===== src/rtl/reduce_or_seq_pkg.sv =====
// Shared types and elaboration-time helpers for the sequential OR-reduce controller.
package reduce_or_seq_pkg;

  typedef enum logic [1:0] {
    IDLE = 2'd0,
    SCAN = 2'd1,
    DONE = 2'd2
  } state_e;

  // Ceiling log2; clog2(1) == 0.
  function automatic int unsigned clog2(input int unsigned v);
    int unsigned r;
    r = 0;
    for (int unsigned i = 0; i < 32; i++) begin
      if ((64'd1 << i) < 64'(v)) r = i + 1;
    end
    return r;
  endfunction

  function automatic int unsigned nchunk(input int unsigned a_width, input int unsigned chunk);
    return (a_width + chunk - 1) / chunk;
  endfunction

endpackage


===== src/rtl/reduce_or_chunk_find.sv =====
// Finds the lowest live chunk strictly above idx_i, or the lowest live chunk overall when start_i is set.
module reduce_or_chunk_find #(
  parameter int unsigned NCHUNK = 4,
  parameter int unsigned IW     = 2
) (
  input  logic [NCHUNK-1:0] live_i,
  input  logic [IW-1:0]     idx_i,
  input  logic              start_i,
  output logic [IW-1:0]     nxt_o,
  output logic              found_o
);

  logic [31:0] idx_ext;

  // Descending walk so the last assignment wins with the lowest qualifying chunk.
  always_comb begin
    idx_ext = 32'(idx_i);
    nxt_o   = '0;
    found_o = 1'b0;
    for (int unsigned i = NCHUNK; i > 0; i--) begin
      if (live_i[i-1] && (start_i || ((i - 1) > idx_ext))) begin
        nxt_o   = IW'(i - 1);
        found_o = 1'b1;
      end
    end
  end

endmodule


===== src/rtl/reduce_or_seq_ctrl.sv =====
// Multi-cycle OR-reduce controller scanning one CHUNK-bit slice per cycle.
// Define REDUCE_OR_SEQ_EARLY_EXIT_EN to finish a scan on the first chunk that hits.
module reduce_or_seq_ctrl
  import reduce_or_seq_pkg::*;
#(
  parameter int unsigned A_WIDTH = 16,
  parameter int unsigned CHUNK   = 4
) (
  input  logic               clk,
  input  logic               rst,
  input  logic               in_valid,
  output logic               in_ready,
  input  logic [A_WIDTH-1:0] a,
  input  logic [A_WIDTH-1:0] msk,
  input  logic [A_WIDTH-1:0] val,
  output logic               out_valid,
  input  logic               out_ready,
  output logic               y,
  output logic [clog2(nchunk(A_WIDTH, CHUNK) + 1)-1:0] nscan,
  output logic               busy
);

  localparam int unsigned NCHUNK = nchunk(A_WIDTH, CHUNK);
  localparam int unsigned PW     = NCHUNK * CHUNK;
  localparam int unsigned IW     = (clog2(NCHUNK) < 1) ? 1 : clog2(NCHUNK);
  localparam int unsigned NW     = clog2(NCHUNK + 1);
`ifdef REDUCE_OR_SEQ_EARLY_EXIT_EN
  localparam bit EARLY_EXIT = 1'b1;
`else
  localparam bit EARLY_EXIT = 1'b0;
`endif

  state_e            state_q, state_d;
  logic [PW-1:0]     am_q, am_d;
  logic [NCHUNK-1:0] live_q, live_d;
  logic [IW-1:0]     idx_q, idx_d;
  logic              acc_q, acc_d;
  logic              y_q, y_d;
  logic [NW-1:0]     nscan_q, nscan_d;

  logic [PW-1:0]     msk_p, am_new;
  logic [NCHUNK-1:0] live_new, live_sel;
  logic              start, found, hit;
  logic [IW-1:0]     nxt_idx;

  // Padding bits beyond A_WIDTH become constant zeros; only unmasked operand bits are kept.
  always_comb begin
    msk_p  = ~(PW'(~msk));
    am_new = PW'(a) & ~msk_p;
    for (int unsigned c = 0; c < NCHUNK; c++) begin
      live_new[c] = ~&msk_p[c*CHUNK +: CHUNK];
    end
  end

  assign start    = (state_q == IDLE);
  assign live_sel = start ? live_new : live_q;

  reduce_or_chunk_find #(
    .NCHUNK (NCHUNK),
    .IW     (IW)
  ) u_find (
    .live_i  (live_sel),
    .idx_i   (idx_q),
    .start_i (start),
    .nxt_o   (nxt_idx),
    .found_o (found)
  );

  always_comb begin
    hit = 1'b0;
    for (int unsigned c = 0; c < NCHUNK; c++) begin
      if (idx_q == IW'(c)) hit = |am_q[c*CHUNK +: CHUNK];
    end
  end

  always_comb begin
    state_d = state_q;
    am_d    = am_q;
    live_d  = live_q;
    idx_d   = idx_q;
    acc_d   = acc_q;
    y_d     = y_q;
    nscan_d = nscan_q;
    case (state_q)
      IDLE: begin
        if (in_valid) begin
          am_d    = am_new;
          live_d  = live_new;
          acc_d   = 1'b0;
          nscan_d = '0;
          y_d     = 1'b0;
          if (|(msk & val)) begin
            state_d = DONE;
            y_d     = 1'b1;
          end else if (&msk) begin
            state_d = DONE;
          end else begin
            state_d = SCAN;
            idx_d   = nxt_idx;
          end
        end
      end
      SCAN: begin
        acc_d   = acc_q | hit;
        nscan_d = nscan_q + NW'(1);
        if (EARLY_EXIT && hit) begin
          state_d = DONE;
          y_d     = 1'b1;
        end else if (found) begin
          idx_d = nxt_idx;
        end else begin
          state_d = DONE;
          y_d     = acc_q | hit;
        end
      end
      DONE: begin
        if (out_ready) state_d = IDLE;
      end
      default: state_d = IDLE;
    endcase
  end

  always_ff @(posedge clk) begin
    if (rst) begin
      state_q <= IDLE;
      am_q    <= '0;
      live_q  <= '0;
      idx_q   <= '0;
      acc_q   <= 1'b0;
      y_q     <= 1'b0;
      nscan_q <= '0;
    end else begin
      state_q <= state_d;
      am_q    <= am_d;
      live_q  <= live_d;
      idx_q   <= idx_d;
      acc_q   <= acc_d;
      y_q     <= y_d;
      nscan_q <= nscan_d;
    end
  end

  assign in_ready  = (state_q == IDLE);
  assign busy      = (state_q != IDLE);
  assign out_valid = (state_q == DONE);
  assign y         = y_q;
  assign nscan     = nscan_q;

endmodule


===== config.mk =====
export PLATFORM = sky130hd
export DESIGN_NAME = reduce_or_seq_ctrl
export DESIGN_NICKNAME = d
export VERILOG_FILES = /design/src/rtl/reduce_or_seq_pkg.sv /design/src/rtl/reduce_or_chunk_find.sv /design/src/rtl/reduce_or_seq_ctrl.sv
export SDC_FILE = /design/constraint.sdc
export NUM_CORES = 1
export LEC_CHECK = 0
export CORE_MARGIN = 1
export CORE_UTILIZATION = 43
export CTS_BUF_LIST = sky130_fd_sc_hd__clkbuf_4 sky130_fd_sc_hd__clkbuf_8 sky130_fd_sc_hd__clkbuf_16
export DETAILED_ROUTE_END_ITERATION = 6
export PLACE_DENSITY = 0.86
export SKIP_LAST_GASP = 1
export SYNTH_ARGS = -nofsm -noshare
export SYNTH_HDL_FRONTEND = slang
export SYNTH_HIERARCHICAL = 1
export SYNTH_SLANG_ARGS = --single-unit

===== constraint.sdc =====
create_clock -name clk -period 3 [get_ports clk]
set_clock_uncertainty 0.1 [all_clocks]
set_input_delay 0.9 -clock clk [delete_from_list [all_inputs] [get_ports clk]]
set_output_delay 0.9 -clock clk [all_outputs]
set_load 0.02 [all_outputs]

# ---- Yosys cells after proc, flatten, opt, wreduce, memory -nomap -nowiden
# Cells that the tools add are included.
dict set report totals {
  register_bits 29
  word_cells 90
}
dict set report classes {
  eq_ne 11
  n_reduce_logical 30
  mux 32
  n_bitwise 6
  n_addsub 1
  n_lt_le_gt_ge 3
}
# cell count
set ops {}
lappend ops {{16-bit NOT} 3}
lappend ops {{16-bit bitwise AND} 2}
lappend ops {{2-bit two-way mux} 13}
lappend ops {{16-bit AND reduction} 1}
lappend ops {{4-bit AND reduction} 4}
lappend ops {{16-bit OR reduction} 1}
lappend ops {{4-bit OR reduction} 4}
lappend ops {{1-bit two-way mux} 12}
lappend ops {{2-bit != test, second input constant} 5}
lappend ops {{2-bit equality test, second input constant} 3}
lappend ops {{2-bit case mux with 3 select lines} 1}
lappend ops {{3-bit case mux with 2 select lines} 1}
lappend ops {{3-bit AND reduction} 2}
lappend ops {{5-bit AND reduction} 1}
lappend ops {{2-bit by 1-bit equality test with 1-bit output, second input constant} 2}
lappend ops {{2-bit > comparator, first input constant} 2}
lappend ops {{1-bit logical AND} 4}
lappend ops {{1-bit logical NOT} 4}
lappend ops {{2-bit logical NOT} 2}
lappend ops {{4-bit two-way mux} 1}
lappend ops {{1-bit case mux with 2 select lines} 2}
lappend ops {{2-bit case mux with 2 select lines} 1}
lappend ops {{2-bit AND reduction} 2}
lappend ops {{2-bit nonzero test} 2}
lappend ops {{other kinds (6)} 8}

# ---- Depth between registers and ports, before layout
dict set report logic_depth {
  ltp_word 14
  depth_mapped 11
}

# ---- Modules after synthesis
# The synthesis kept the hierarchy.
# mod n_inst area_each_um2 cells_per_inst
set modules_own_cells {}
lappend modules_own_cells {reduce_or_seq_ctrl 1 1433.9 167}
lappend modules_own_cells {reduce_or_chunk_find 1 93.8 16}

# ---- Worst setup path before layout
# OpenSTA, ideal clock, no wires.
dict set report synth_path {
  kind {register to register}
  start {register state_q[1]}
  end {register y_q, in the netlist y}
  slack_ps 542
  setup_time_ps 131
  required_ps 2769
  arrival_ps 2227
  stages_incl_launch_ff 12
  cell_sequence {dfxtp_1 -> buf_2 -> nor2_2 -> mux2_2 -> nor2_1 -> a2bb2oi_1 -> o21ai_0 -> nand2b_1 -> nand2_1 -> nand2_1 -> a221oi_1 -> nor3_1}
}
dict set report synth_between {
  elab_chain_cells 9
  word_cells_on_any_way 19
  classes_between {3 x eq/ne; 6 x mux; 10 x reduce/logical}
}
# element line
set synth_lines {}
lappend synth_lines {{start, declared} reduce_or_seq_ctrl.sv:33} ;# state_e state_q, state_d;
lappend synth_lines {{start signal, assigned} reduce_or_seq_ctrl.sv:133} ;# state_q <= state_d;
lappend synth_lines {{2-bit logical NOT} -}
lappend synth_lines {{via in_ready} reduce_or_seq_ctrl.sv:12} ;# output logic in_ready,
lappend synth_lines {{4-bit two-way mux} reduce_or_seq_ctrl.sv:56} ;# assign live_sel = start ? live_new : live_q;
lappend synth_lines {{via live_sel[3]} reduce_or_seq_ctrl.sv:42} ;# logic [NCHUNK-1:0] live_new, live_sel;
lappend synth_lines {{1-bit logical AND} reduce_or_chunk_find.sv:21} ;# if (live_i[i-1] && (start_i || ((i - 1) > idx_ext))) begin
lappend synth_lines {{1-bit two-way mux (4 in series)} reduce_or_chunk_find.sv:21}
lappend synth_lines {{via found} reduce_or_seq_ctrl.sv:43} ;# logic start, found, hit;
lappend synth_lines {{2-bit != test (no line)} -}
lappend synth_lines {{3-bit AND reduction (no line)} -}
lappend synth_lines {{end signal, assigned} reduce_or_seq_ctrl.sv:138} ;# y_q <= y_d;
lappend synth_lines {{end, declared} reduce_or_seq_ctrl.sv:38} ;# logic y_q, y_d;
# The timed path passes the listed nets, and every way through them passes these cells.
# A chain may end at the register's enable or synchronous reset.

# ---- Worst setup path after layout
dict set report layout_path {
  start {input msk[15]}
  end {register state_q[1]}
}
dict set report layout_between {
  elab_chain_cells 12
  word_cells_on_any_way 19
  classes_between {1 x eq/ne; 9 x mux; 3 x bitwise; 6 x reduce/logical}
}
# element line
set layout_lines {}
lappend layout_lines {{start, declared} reduce_or_seq_ctrl.sv:14} ;# input logic [A_WIDTH-1:0] msk,
lappend layout_lines {{16-bit NOT (2 in series)} reduce_or_seq_ctrl.sv:48} ;# msk_p = ~(PW'(~msk));
lappend layout_lines {{4-bit AND reduction} reduce_or_seq_ctrl.sv:51} ;# live_new[c] = ~&msk_p[c*CHUNK +: CHUNK];
lappend layout_lines {{1-bit logical NOT} reduce_or_seq_ctrl.sv:51}
lappend layout_lines {{4-bit two-way mux} reduce_or_seq_ctrl.sv:56}
lappend layout_lines {{via live_sel[3]} reduce_or_seq_ctrl.sv:42}
lappend layout_lines {{1-bit logical AND} reduce_or_chunk_find.sv:21}
lappend layout_lines {{1-bit two-way mux (4 in series)} reduce_or_chunk_find.sv:21}
lappend layout_lines {{via found} reduce_or_seq_ctrl.sv:43}
lappend layout_lines {{2-bit != test (no line)} -}
lappend layout_lines {{3-bit AND reduction (no line)} -}
# The timed path passes the listed nets, and every way through them passes these cells. The select of a mux whose other input is x is not followed.

==> key figures <==
Power
  – Sequential cell fraction of total power: between 40% and 50%
  – Int Pwr: roughly 0.63 mW
  – Sw frac: ~27%
  – Pwr dens: 365.5 nW/µm²
  – Gate power share: 25.8%
  – Total Power: a little under 0.9 mW
  – Switching pwr: ~0.24 mW
  – VDD IR max: about 0.23 mV
  – Clock power share: a little over a quarter
  – Leak: ~0.90 nW

Timing
  – Worst slew pin tran: ~0.63 ns
  – Fmax: around 0.36 GHz
  – Setup total negative slack: 0 ns
  – Fin crit period: 2.813 ns
  – Unrepaired setup endpoints after global routing: no
  – Fin. max-slew vios: 0
  – Worst hold slack: around 0.36 ns
  – Period utilization: between 90% and 100%
  – Final hold vios: 0
  – Setup Viol. Count Final: 0
  – Slew margin rel.: between 50% and 60%

Die
  – Row count: 21
  – Full die area: between 3000 and 4000 µm²
  – Die span in x: between 60 and 70 µm
  – Die Span Y: just over 60 µm
  – Num ports: 59
  – Core outline area: ~3400 µm²
  – Initial Utilization: 45.42%

Drt
  – Vias per cell: 5.230
  – Wire per inst: approximately 14 µm
  – Final WL: ~4500 µm
  – Drt drc: 0
  – Total number of vias: 1637
  – Post-DRT Antenna Nets: 0
  – First-pass DRT Iterations: 4
  – Starting DRT DRC Count: 77

Yosys
  – Post-synthesis compound-gate area fraction: a little under a fifth
  – Fraction of registers with async set/reset: 0%
  – Xor/xnor share of the synthesized area: 0%
  – Synth Area in Simple Gates: between 30% and 40%
  – Synth area leader: dfxtp_1
  – Largest cells by area after synthesis: dfxtp_1, nand3b_1, a21oi_1
  – Yosys warnings: 6
  – Distinct cells, synth: 34
  – Largest family of logic cells by synthesized area: simple AND/OR/NAND/NOR gates
  – Register area share after synthesis: between 30% and 40%
  – Syn Inst Count: between 150 and 200
  – Most frequent cells after synthesis: dfxtp_1, a21oi_1, nand2_1
  – Mux cell area share after synthesis: 7.125%
  – Most common cell in the netlist: dfxtp_1
  – Post-synth top area share: 38.00%
  – Most used flip-flop cell after synthesis: dfxtp_1
  – Syn_nets: around 240
  – Synthesized area: 1528 µm²
  – Adder-cell area share of the yosys netlist: less than 1%
  – Yosys reg bits: 29
  – Avg Inst Size Synth: 8.348 µm²
  – Post-synth EDFFs: 0

Critical path
  – Setup CP Type: in2reg
  – Critical Path Start Type: input pin
  – Worst EP required: roughly 3.2 ns
  – CP Max Fanout: 4
  – Crit path DAT: 2.97 ns
  – Element type at the critical path end: flop

Clock tree
  – Cts hold-fix bufs: 0
  – Sink Count: 29
  – Clock Latency Late Sink: 0.35 ns
  – TritonCTS Buffers: 5
  – CTS tree: yes
  – Post-CTS setup buffer count: 0
  – Post_cts resized: 0
  – Clock Path Buffers: 2
  – CTS clk-pin slew, worst paths: about 0.10 ns
  – H-tree depth: 2
  – Clock root buffer: clkbuf_4

GRT
  – Total GRT Usage: 26.58%
  – Largest net degree at the start of global routing: 33
  – Initial antenna violation count: 0
  – First-pass GRT wire length: 7231 µm
  – GR Overflow Total: 0
  – Vias in the first global route: 1579

Placed design
  – Post-DP HPWL: around 3500 µm
  – Port Buf Inserts: 58
  – GPL Wtd Cong: 0.7955

Cells and area
  – Antenna Cells: 0
  – Area Overhead vs Synth: 56.10%
  – Post-layout util: a little over 70%
  – Fill count: ~290
  – Final nets: 319
  – Fraction of layout cells with a size suffix above 1: 17.98%

Flow run
  – Max cap viols: 0

Outcome
  – Outcome: finished clean

Min path
  – Hold WC Path Type: reg2reg
## through the flow
step	setup slack, ns	instances	instance area, µm²
after CTS	0.1721	313	2385
final	0.1872	313	2385
after global placement	-0.1044	305	2330
after global routing	0.01131	313	2385
after detailed placement	-0.1403	305	2330
after floorplan	0.5415	183	1528
## layout make-up
| cell class | count | area [µm²] | area share, % |
|---|---|---|---|
| clock buffers | 6 | 45.04 | 1.889 |
| clock inverters | 2 | 10.01 | 0.4197 |
| inverters | 5 | 18.77 | 0.7870 |
| multi-input cells | 140 | 889.6 | 37.30 |
| flip-flops and latches | 29 | 580.6 | 24.34 |
| well taps | 46 | 57.56 | 2.413 |
| repair buffers | 85 | 783.3 | 32.84 |
## power groups by stage
stage / combinational, mW / sequential (mW) / clock, mW
global route: 0.245 / 0.415 / 0.261
CTS: 0.225 / 0.412 / 0.240
global placement: 0.220 / 0.420 / 0
floorplan: 0.0972 / 0.417 / 0
finish: 0.225 / 0.412 / 0.235
detailed placement: 0.224 / 0.421 / 0
## per-layer routing
metal / share of wire (%) / vias to the layer above / track usage (%)
met5: 0 / - / 0
met4: 1.4 / 0 / 10.79
met3: 3.8 / 6 / 5.252
met2: 51 / 43 / 45.31
met1: 44 / 757 / 32.73
li1: - / 831 / -
## critical path, stage by stage
cell and delay (ns):
clkdlybuf4s50_1 0.48, nand4_1 0.16, mux2_2 0.34, nor2_1 0.11, a2bb2oi_1 0.19, o21ai_0 0.12, nand2b_1 0.17, nand2_1 0.11
nand2_1 0.07, buf_4 0.13, o31ai_1 0.18
## path summary, 6_finish.rpt
kind              start          to  slack, ns  depth (start not counted)
max             msk[15]  state_q[1]       0.19                         11
min            am_q[14]    am_q[14]       0.36                          2
max reg2reg  state_q[0]  state_q[1]       0.52                         10
min reg2reg    am_q[14]    am_q[14]       0.36                          2
## state kept, by name (all words and copies together), names as in the netlist
| signal | cells |
|---|---|
| am_q | 16 |
| live_q | 4 |
| nscan | 3 |
| idx_q | 2 |
| state_q | 2 |
| acc_q | 1 |
| y | 1 |
## cells in the final DEF, fill, tap and decap left out, types with 2 or more instances in the layout
master           instances
nand4_1                  4
clkdlybuf4s50_1         58
nand3b_1                16
mux2i_1                  3
mux2_2                   5
o21ai_0                  3
nand2b_1                 8
buf_4                   27
nor4_1                   5
a21oi_1                 22
nand2_1                 21
a22o_1                   4
nor2_1                  20
dfxtp_1                 29
nor3_1                   8
clkbuf_4                 6
a221oi_2                 4
inv_1                    5
clkinv_2                 2
## cell families after synthesis
logic type / count (synthesis)
AO/OA/AOI/OAI: 41
adder cells (fa/ha/maj): 1
buffers and inverters: 14
flip-flops: 29
multiplexers: 9
AND/OR/NAND/NOR: 89
Note: power is estimated with default switching activity, not from simulation.
